===== src/rtl/regfile_wr_arbiter_if.sv =====
// RegFile write-port arbitration bus: WB and MC write requests, decode source
// lookups, and the shared write port with its status flags.
interface regfile_wr_arbiter_if;
    localparam int unsigned RegW  = 5;
    localparam int unsigned DataW = 32;
    localparam int unsigned CntW  = 2;

    logic             wb_valid;
    logic [RegW-1:0]  wb_rd;
    logic [DataW-1:0] wb_data;
    logic             mc_valid;
    logic [RegW-1:0]  mc_rd;
    logic [DataW-1:0] mc_data;
    logic             mc_ready;
    logic [RegW-1:0]  rs1;
    logic [RegW-1:0]  rs2;
    logic             busy1;
    logic             busy2;
    logic             RegWrite;
    logic [RegW-1:0]  WriteRegister;
    logic [DataW-1:0] WriteData;
    logic             stall_wb;
    logic             err;
    logic [CntW-1:0]  q_count;

    modport master (
        output wb_valid, wb_rd, wb_data, mc_valid, mc_rd, mc_data, rs1, rs2,
        input  mc_ready, busy1, busy2, RegWrite, WriteRegister, WriteData,
               stall_wb, err, q_count
    );

    modport slave (
        input  wb_valid, wb_rd, wb_data, mc_valid, mc_rd, mc_data, rs1, rs2,
        output mc_ready, busy1, busy2, RegWrite, WriteRegister, WriteData,
               stall_wb, err, q_count
    );
endinterface


===== src/rtl/regfile_wr_arbiter.sv =====
// Shares the single RegFile write port between the WB stage and a multi-cycle
// unit buffered in a 2-entry queue, with starvation stall and busy tracking.
module regfile_wr_arbiter (
    input  logic                 clk,
    input  logic                 reset,
    regfile_wr_arbiter_if.slave  bus
);
    localparam int unsigned RegW  = 5;
    localparam int unsigned DataW = 32;
    localparam int unsigned CntW  = 2;
    localparam int unsigned WaitW = 3;
    localparam int unsigned Depth = 2;
    localparam logic [WaitW-1:0] WaitMax  = WaitW'(4);
    localparam logic [WaitW-1:0] WaitLast = WaitW'(3);

    typedef struct packed {
        logic [RegW-1:0]  rd;
        logic [DataW-1:0] data;
    } entry_t;

    entry_t           headQ;
    entry_t           tailQ;
    logic [CntW-1:0]  qCount;
    logic [WaitW-1:0] waitCnt;
    logic             stallWb;
    logic             errFlag;

    logic             wbReq;
    logic             mcReady;
    logic             enq;
    logic             deq;
    logic             grantWb;
    logic             headValid;
    logic             tailValid;
    logic             regWrite;
    logic [RegW-1:0]  writeReg;
    logic [DataW-1:0] writeData;
    logic             busy1;
    logic             busy2;
    entry_t           mcEntry;

    // Request qualification and grant: the stall flag flips priority to the queue.
    always_comb begin
        wbReq     = bus.wb_valid && (bus.wb_rd != '0);
        mcReady   = reset && (qCount < CntW'(Depth));
        enq       = bus.mc_valid && mcReady && (bus.mc_rd != '0);
        headValid = (qCount != '0);
        tailValid = (qCount == CntW'(Depth));
        deq       = headValid && (stallWb || !wbReq);
        grantWb   = reset && wbReq && !deq;
        mcEntry   = '{rd: bus.mc_rd, data: bus.mc_data};
    end

    // Write-port mux; idle port drives zeros.
    always_comb begin
        regWrite  = 1'b0;
        writeReg  = '0;
        writeData = '0;
        if (deq) begin
            regWrite  = 1'b1;
            writeReg  = headQ.rd;
            writeData = headQ.data;
        end else if (grantWb) begin
            regWrite  = 1'b1;
            writeReg  = bus.wb_rd;
            writeData = bus.wb_data;
        end
    end

    // The head being dequeued this cycle still reports busy.
    always_comb begin
        busy1 = (bus.rs1 != '0) &&
                ((headValid && (headQ.rd == bus.rs1)) || (tailValid && (tailQ.rd == bus.rs1)));
        busy2 = (bus.rs2 != '0) &&
                ((headValid && (headQ.rd == bus.rs2)) || (tailValid && (tailQ.rd == bus.rs2)));
    end

    // Queue storage: head shifts from tail on dequeue; a new entry lands in the first free slot.
    always_ff @(posedge clk or negedge reset) begin
        if (!reset) begin
            headQ  <= '0;
            tailQ  <= '0;
            qCount <= '0;
        end else begin
            if (deq) begin
                headQ <= tailQ;
            end
            if (enq) begin
                if (!headValid || (!tailValid && deq)) begin
                    headQ <= mcEntry;
                end else begin
                    tailQ <= mcEntry;
                end
            end
            if (enq && !deq) begin
                qCount <= qCount + CntW'(1);
            end else if (!enq && deq) begin
                qCount <= qCount - CntW'(1);
            end
        end
    end

    // Starvation tracking; the fourth consecutive denial raises stall_wb.
    always_ff @(posedge clk or negedge reset) begin
        if (!reset) begin
            waitCnt <= '0;
            stallWb <= 1'b0;
            errFlag <= 1'b0;
        end else begin
            if (!headValid || deq) begin
                waitCnt <= '0;
            end else if (waitCnt != WaitMax) begin
                waitCnt <= waitCnt + WaitW'(1);
            end
            if (deq) begin
                stallWb <= 1'b0;
            end else if (headValid && (waitCnt == WaitLast)) begin
                stallWb <= 1'b1;
            end
            if (wbReq && stallWb && deq) begin
                errFlag <= 1'b1;
            end
        end
    end

    assign bus.mc_ready      = mcReady;
    assign bus.busy1         = busy1;
    assign bus.busy2         = busy2;
    assign bus.RegWrite      = regWrite;
    assign bus.WriteRegister = writeReg;
    assign bus.WriteData     = writeData;
    assign bus.stall_wb      = stallWb;
    assign bus.err           = errFlag;
    assign bus.q_count       = qCount;
endmodule


===== src/flat_wrapper.sv =====
// flat-port wrapper written by rule: the top's interface ports become plain ports
module regfile_wr_arbiter_flat 
  (clk, reset, bus_wb_valid, bus_wb_rd, bus_wb_data, bus_mc_valid, bus_mc_rd, bus_mc_data, bus_rs1, bus_rs2, bus_mc_ready, bus_busy1, bus_busy2, bus_RegWrite, bus_WriteRegister, bus_WriteData, bus_stall_wb, bus_err, bus_q_count);
  regfile_wr_arbiter_if bus_i ();
  input  logic clk;
  input  logic reset;
  input wire logic [$bits(bus_i.wb_valid)-1:0] bus_wb_valid;
  input wire logic [$bits(bus_i.wb_rd)-1:0] bus_wb_rd;
  input wire logic [$bits(bus_i.wb_data)-1:0] bus_wb_data;
  input wire logic [$bits(bus_i.mc_valid)-1:0] bus_mc_valid;
  input wire logic [$bits(bus_i.mc_rd)-1:0] bus_mc_rd;
  input wire logic [$bits(bus_i.mc_data)-1:0] bus_mc_data;
  input wire logic [$bits(bus_i.rs1)-1:0] bus_rs1;
  input wire logic [$bits(bus_i.rs2)-1:0] bus_rs2;
  output wire logic [$bits(bus_i.mc_ready)-1:0] bus_mc_ready;
  output wire logic [$bits(bus_i.busy1)-1:0] bus_busy1;
  output wire logic [$bits(bus_i.busy2)-1:0] bus_busy2;
  output wire logic [$bits(bus_i.RegWrite)-1:0] bus_RegWrite;
  output wire logic [$bits(bus_i.WriteRegister)-1:0] bus_WriteRegister;
  output wire logic [$bits(bus_i.WriteData)-1:0] bus_WriteData;
  output wire logic [$bits(bus_i.stall_wb)-1:0] bus_stall_wb;
  output wire logic [$bits(bus_i.err)-1:0] bus_err;
  output wire logic [$bits(bus_i.q_count)-1:0] bus_q_count;
  assign bus_i.wb_valid = bus_wb_valid;
  assign bus_i.wb_rd = bus_wb_rd;
  assign bus_i.wb_data = bus_wb_data;
  assign bus_i.mc_valid = bus_mc_valid;
  assign bus_i.mc_rd = bus_mc_rd;
  assign bus_i.mc_data = bus_mc_data;
  assign bus_i.rs1 = bus_rs1;
  assign bus_i.rs2 = bus_rs2;
  assign bus_mc_ready = bus_i.mc_ready;
  assign bus_busy1 = bus_i.busy1;
  assign bus_busy2 = bus_i.busy2;
  assign bus_RegWrite = bus_i.RegWrite;
  assign bus_WriteRegister = bus_i.WriteRegister;
  assign bus_WriteData = bus_i.WriteData;
  assign bus_stall_wb = bus_i.stall_wb;
  assign bus_err = bus_i.err;
  assign bus_q_count = bus_i.q_count;
  regfile_wr_arbiter u_core (.clk(clk), .reset(reset), .bus(bus_i));
endmodule

===== config.mk =====
export PLATFORM = sky130hd
export DESIGN_NAME = regfile_wr_arbiter_flat
export DESIGN_NICKNAME = d
export VERILOG_FILES = /design/src/rtl/regfile_wr_arbiter_if.sv /design/src/rtl/regfile_wr_arbiter.sv /design/src/flat_wrapper.sv
export SDC_FILE = /design/constraint.sdc
export NUM_CORES = 1
export LEC_CHECK = 0
export BUFFER_PORTS_ARGS = -buffer_cell sky130_fd_sc_hd__buf_2
export CORE_MARGIN = 3
export CORE_UTILIZATION = 52
export CTS_CLUSTER_SIZE = 8
export DETAILED_ROUTE_END_ITERATION = 7
export HOLD_SLACK_MARGIN = 0.08
export PLACE_DENSITY_LB_ADDON = 0.12
export SLEW_MARGIN = 20
export SYNTH_ARGS = -nofsm -noshare
export SYNTH_HDL_FRONTEND = slang
export SYNTH_SLANG_ARGS = --single-unit

===== constraint.sdc =====
create_clock -name clk -period 2.3 [get_ports clk]
set_clock_uncertainty 0.1 [all_clocks]
set_input_delay 0.115 -clock clk [delete_from_list [all_inputs] [get_ports clk]]
set_output_delay 0.115 -clock clk [all_outputs]
set_load 0.03 [all_outputs]

* Word-level counts from Yosys, hierarchy flattened
Index checks and enable logic that the tools add are counted.
** Word-level totals
- Flip-flop bits (word level) :: 81
- Input port bits :: 88
- Output and inout bits :: 45
- Word-level logic and storage cells :: 73
** Cells by class
- Add/sub/neg operators :: 3
- Magnitude comparators :: 1
- Eq/ne operators :: 7
- Mux-type cells :: 15
- Bitwise gates (word level) :: 1
- Reduce and logical (&&, ||, !) cells :: 38
** Operators by type and width (number)
- $mux W37 :: 3
- $mux W32 :: 2
- $eq A5 B5 Y1 :: 4
- $reduce_bool A5 Y1 :: 4
- $logic_and A1 B1 Y1 :: 19
- $mux W5 :: 2
- $reduce_bool A2 Y1 :: 4
- $mux W3 :: 2
- $logic_not A1 Y1 :: 5
- $logic_or A1 B1 Y1 :: 5
- $mux W1 :: 4
- $mux W2 :: 2
- $add A3 B1 Y3 const B :: 1
- $eq A3 B2 Y1 const B :: 1
- $ne A3 B3 Y1 const B :: 1
- $add A2 B1 Y2 const B :: 1
- $eq A2 B2 Y1 const B :: 1
- $lt A2 B2 Y1 const B :: 1
- $reduce_and A2 Y1 :: 1
- $sub A2 B1 Y2 const B :: 1
- $not A1 Y1 :: 1

* Longest topological paths before layout
- Word-level depth :: 9
- Gate-level depth with buffers :: 9

* Worst setup path before layout
Ideal clock, no wire load.
- Path type :: reg2reg
- From :: reg u_core.qCount[1] (netlist: u_core.bus.q_count[1])
- To :: reg u_core.tailQ[10] (netlist bit)
- Setup time :: 0.125 ns
- Arrival :: 2.007 ns
- Data required time :: 2.075 ns
- Setup slack :: 0.068 ns
- Cell stages (with the launch flop) :: 7
- Path buffers :: 1
- Period minus slack after synthesis :: 2.232 ns
- Path through :: dfrtp_1 > nor2b_1 > o211ai_2 > inv_2 > o21ai_4 > buf_12 > mux2_4
** Between the ends
- Elaborated cells on any way between the ends :: 13
- Those cells by class :: 1 x order compare; 1 x eq/ne; 1 x bitwise; 10 x reduce/logical
** RTL lines
- start, declared :: RTL line regfile_wr_arbiter.sv:23 : logic [CntW-1:0] qCount;
- start signal, assigned :: RTL line regfile_wr_arbiter.sv:96 : qCount <= qCount + CntW'(1);
- start signal, assigned :: RTL line regfile_wr_arbiter.sv:98 : qCount <= qCount - CntW'(1);
- $lt A2 B2 Y1 :: RTL line regfile_wr_arbiter.sv:45 : mcReady = reset && (qCount < CntW'(Depth));
- $logic_and A1 B1 Y1 :: RTL line regfile_wr_arbiter.sv:45
- named net bus_mc_ready :: RTL line flat_wrapper.sv:15 : output wire logic [$bits(bus_i.mc_ready)-1:0] bus_mc_ready;
- $logic_and A1 B1 Y1 (2 in series) :: RTL line regfile_wr_arbiter.sv:46 : enq = bus.mc_valid && mcReady && (bus.mc_rd != '0);
- $reduce_and A2 Y1 (no line)
- end signal, assigned :: RTL line regfile_wr_arbiter.sv:92 : tailQ <= mcEntry;
- end, declared :: RTL line regfile_wr_arbiter.sv:22 : entry_t tailQ;
The timed path passes the listed nets, and every way through them passes these cells.
A chain may end at the register's enable or synchronous reset.

* Final worst setup path
- From :: reg u_core.qCount[0] (netlist: u_core.bus.q_count[0])
- To :: out bus_WriteData[19]
** Between the ends
- Cells in the longest elaborated chain, start to end :: 6
** RTL lines
- $reduce_bool A2 Y1 (*) :: RTL line regfile_wr_arbiter.sv:47 : headValid = (qCount != '0);
- $logic_and A1 B1 Y1 (*) :: RTL line regfile_wr_arbiter.sv:49 : deq = headValid && (stallWb || !wbReq);
- $logic_not A1 Y1 :: RTL line regfile_wr_arbiter.sv:50 : grantWb = reset && wbReq && !deq;
- $logic_and A1 B1 Y1 :: RTL line regfile_wr_arbiter.sv:50
- $mux W32 :: RTL line regfile_wr_arbiter.sv:63 : end else if (grantWb) begin
- $mux W32 (*) :: RTL line regfile_wr_arbiter.sv:59 : if (deq) begin
- end, declared :: RTL line flat_wrapper.sv:20 : output wire logic [$bits(bus_i.WriteData)-1:0] bus_WriteData;
Every way passes the cells marked *; elsewhere a longest branch is shown, timed or not.

==> impl_metrics.ini <==
[layout]
utilization = 0.759
antenna_cells = 0
fillers = 544
drive_above_1_share = 0.379
layout.cells.non_filler = 696
layout_commonest_cell = buf_2
nNetsFinal = 681
mostFrequentLayoutCells = 97 x buf_2, 81 x dfrtp_1, 78 x nand2_1, 39 x nor3_1, 38 x dlygate4sd3_1
areaGrowthSynthToFinish_pct = 38.8

[pwr]
seqPwrFrac = 0.362
power.share.clock = 0.139
ir_worst_vdd_v = 0.000643
p_switching_uw = 2890
leakagePower_uw = 0.00292
switching_share = 0.395
powerDensity_nw_per_um2 = 1210
power_frac_comb = 0.499
intPower_uw = 4420
p_total_uw = 7310

[grt]
antenna_found_initial = 0
grt_usage = 0.263
grt-ovfl-total = 0
grt_start_max_net_pins = 46
grt_pass1_vias = 4069
grt_pass1_wl_um = 20400

[outcome]
outcome = finished with violations
violations = negative setup slack

[clocking]
cts_max_path_buffers = 2
htree_levels = 3
clk_latency_ns = 0.35
path_clk_slew_ns = 0.08
clkSinkCount = 81
numCtsBuffers = 9
cts_tree = yes
clockRootBuffer = clkbuf_8

[synth]
synth-seq-cells = 81
syn_avg_cell_area_um2 = 10.5
synth_nets = 503
synth_area_leaders = dfrtp_1 47%, mux2_4 10%, a22o_1 7.5%, nand2_1 6.8%, a31oi_1 5.3%
synth_area_um2 = 4340
synth.largest_area_cell = dfrtp_1
netlist_instances = 411
yosys_warnings = 0
netlist.area_leader.share = 0.468
synth.yosys.seq_area_share = 0.468
ys_types = 42

[placed_design]
gp_congestion = 0.906
dp_hpwl_um = 7600
portBuffers = 132
dp.cells = 633

[setup_path]
crit_arrival_ns = 2.15
path_class = flop to output pin
startpoint_type = flop
reg2reg_slack_ns = 0.11
critPathCaptureType = output pin
worstPathRequired_ns = 2.09
path_max_fanout = 28

[routing]
wl_per_cell_um = 17.9
ant_nets = 0
routed_wl_um = 12400
drt_iter0_markers = 168
drt_pre_antenna_iters = 4
drc_errors = 0
vias_per_cell = 5.70
vias = 3969

[sta]
hold_viol = 0
rsz0062_at_grt = true
hold_ws_ns = 0.128
worst_pin_slew_ns = 0.576
setup_viol_count_final = 30
period_share = 1.03
slew_viol_final = 0
fin_ws_ns = -0.0667
fmax_ghz = 0.423
post-route-min-period_ns = 2.37
relSlewSlack = 0.616

[die]
core-area_um2 = 7930
initial_core_util = 0.547
die-area_um2 = 9470
rows = 32
ios = 133
fp.dieW_um = 97.3
die_h_um = 97.3

[job]
drv_cap = 0

[min_path]
hp-class = input port to flop
-- flip-flops by register name (all words and copies together) (netlist names) --
register             flops
u_core.tailQ            37
u_core.bus.err           1
u_core.waitCnt           3
u_core.bus.q_count       2
u_core.headQ            37
u_core.bus.stall_wb      1
-- per-stage QoR --
stage	setup TNS (ns)	cell area [µm²]	setup slack [ns]
after detailed placement	0	5130	0.0542
after global routing	-3.55	6020	-0.135
after global placement	0	5130	0.147
after floorplan	0	4340	0.0677
after CTS	-3.42	6000	-0.118
final	-1.27	6020	-0.0667
-- layer usage --
| layer | vias up | routed length [µm] | track usage |
|---|---|---|---|
| met2 | 141 | 6120 | 0.444 |
| li1 | 1845 | - | - |
| met4 | 0 | 149 | 0.0650 |
| met1 | 1965 | 5400 | 0.348 |
| met5 | - | 0 | 0 |
| met3 | 18 | 778 | 0.0524 |
-- worst max-delay path: stages, from the launching register on --
cell	delay, ns
dfrtp_1	0.39
buf_6	0.13
or2_4	0.24
a311o_2	0.42
buf_12	0.20
a22o_1	0.27
buf_6	0.14
-- power groups by stage --
| stage | clock, µW | combinational, µW | sequential (µW) |
|---|---|---|---|
| floorplan | 0 | 2340 | 2540 |
| CTS | 1030 | 3600 | 2620 |
| global placement | 0 | 3060 | 2620 |
| global route | 1090 | 3930 | 2720 |
| detailed placement | 0 | 3150 | 2630 |
| finish | 1020 | 3650 | 2640 |
-- worst paths after layout --
path	start	endpoint	cells past startpoint
max reg2reg	u_core.bus.q_count[0]$_DFFE_PN0P_	u_core.bus.q_count[1]$_DFFE_PN0P_	7
max	u_core.bus.q_count[0]$_DFFE_PN0P_	bus_WriteData[19]	6
min in group asynchronous	reset	u_core.tailQ[3]$_DFFE_PN0P_	3
min reg2reg	u_core.bus.err$_DFFE_PN0P_	u_core.bus.err$_DFFE_PN0P_	1
max in group asynchronous	reset	u_core.headQ[28]$_DFF_PN0_	3
min	bus_wb_valid	u_core.bus.stall_wb$_DFFE_PN0P_	4
-- area by class of cell --
type	count	area, µm²	area share
clock buffer	12	165	0.0274
clock inverter	4	33.8	0.00561
inverter	7	26.3	0.00437
multi-input combinational	292	2130	0.354
sequential	81	2030	0.337
tap	102	128	0.0212
timing repair buffer	198	1510	0.250
-- cells by family (layout without fill, tap and decap cells) --
group                      after synthesis  after routing  synth area share
DFF                                     81             81             0.468
and+or+nand+nor                        139            139             0.144
adders and majority gates                4              4            0.0115
muxes                                   38             38             0.124
buffers and inverters                   38            221            0.0496
AOI/OAI and AO/OA                       89             89             0.159
xor gates and xnor gates                22             22            0.0444
-- repair_timing --
item / in CTS / in global routing
endpoints found under the hold margin: 155 / 0
hold buffers: 38 / 0
setup endpoints to repair: 33 / 45
pin swaps: 10 / 2
resized for setup: 65 / 5
buffers inserted: 7 / 1
cloned: 2 / 0
-- synth_stat cells (all sizes together) --
library cell,number
a221o,1
o21a,1
a21o,1
nand3,3
nor3b,1
a2111oi,1
nor3,39
o21ba,1
a22o,37
or4,3
a21bo,1
inv,7
nor2b,2
a21oi,2
ha,4
o21ai,2
dfrtp,81
mux2i,1
o22a,1
xnor2,8
clkbuf,11
o211ai,1
nand2,78
o221ai,1
a21boi,1
nand3b,1
mux2,37
nand2b,1
buf,20
nor4,5
a311o,1
or2,1
nand4,1
nor2,4
xor2,14
a31oi,37
Power figures use the tool's default switching activity.
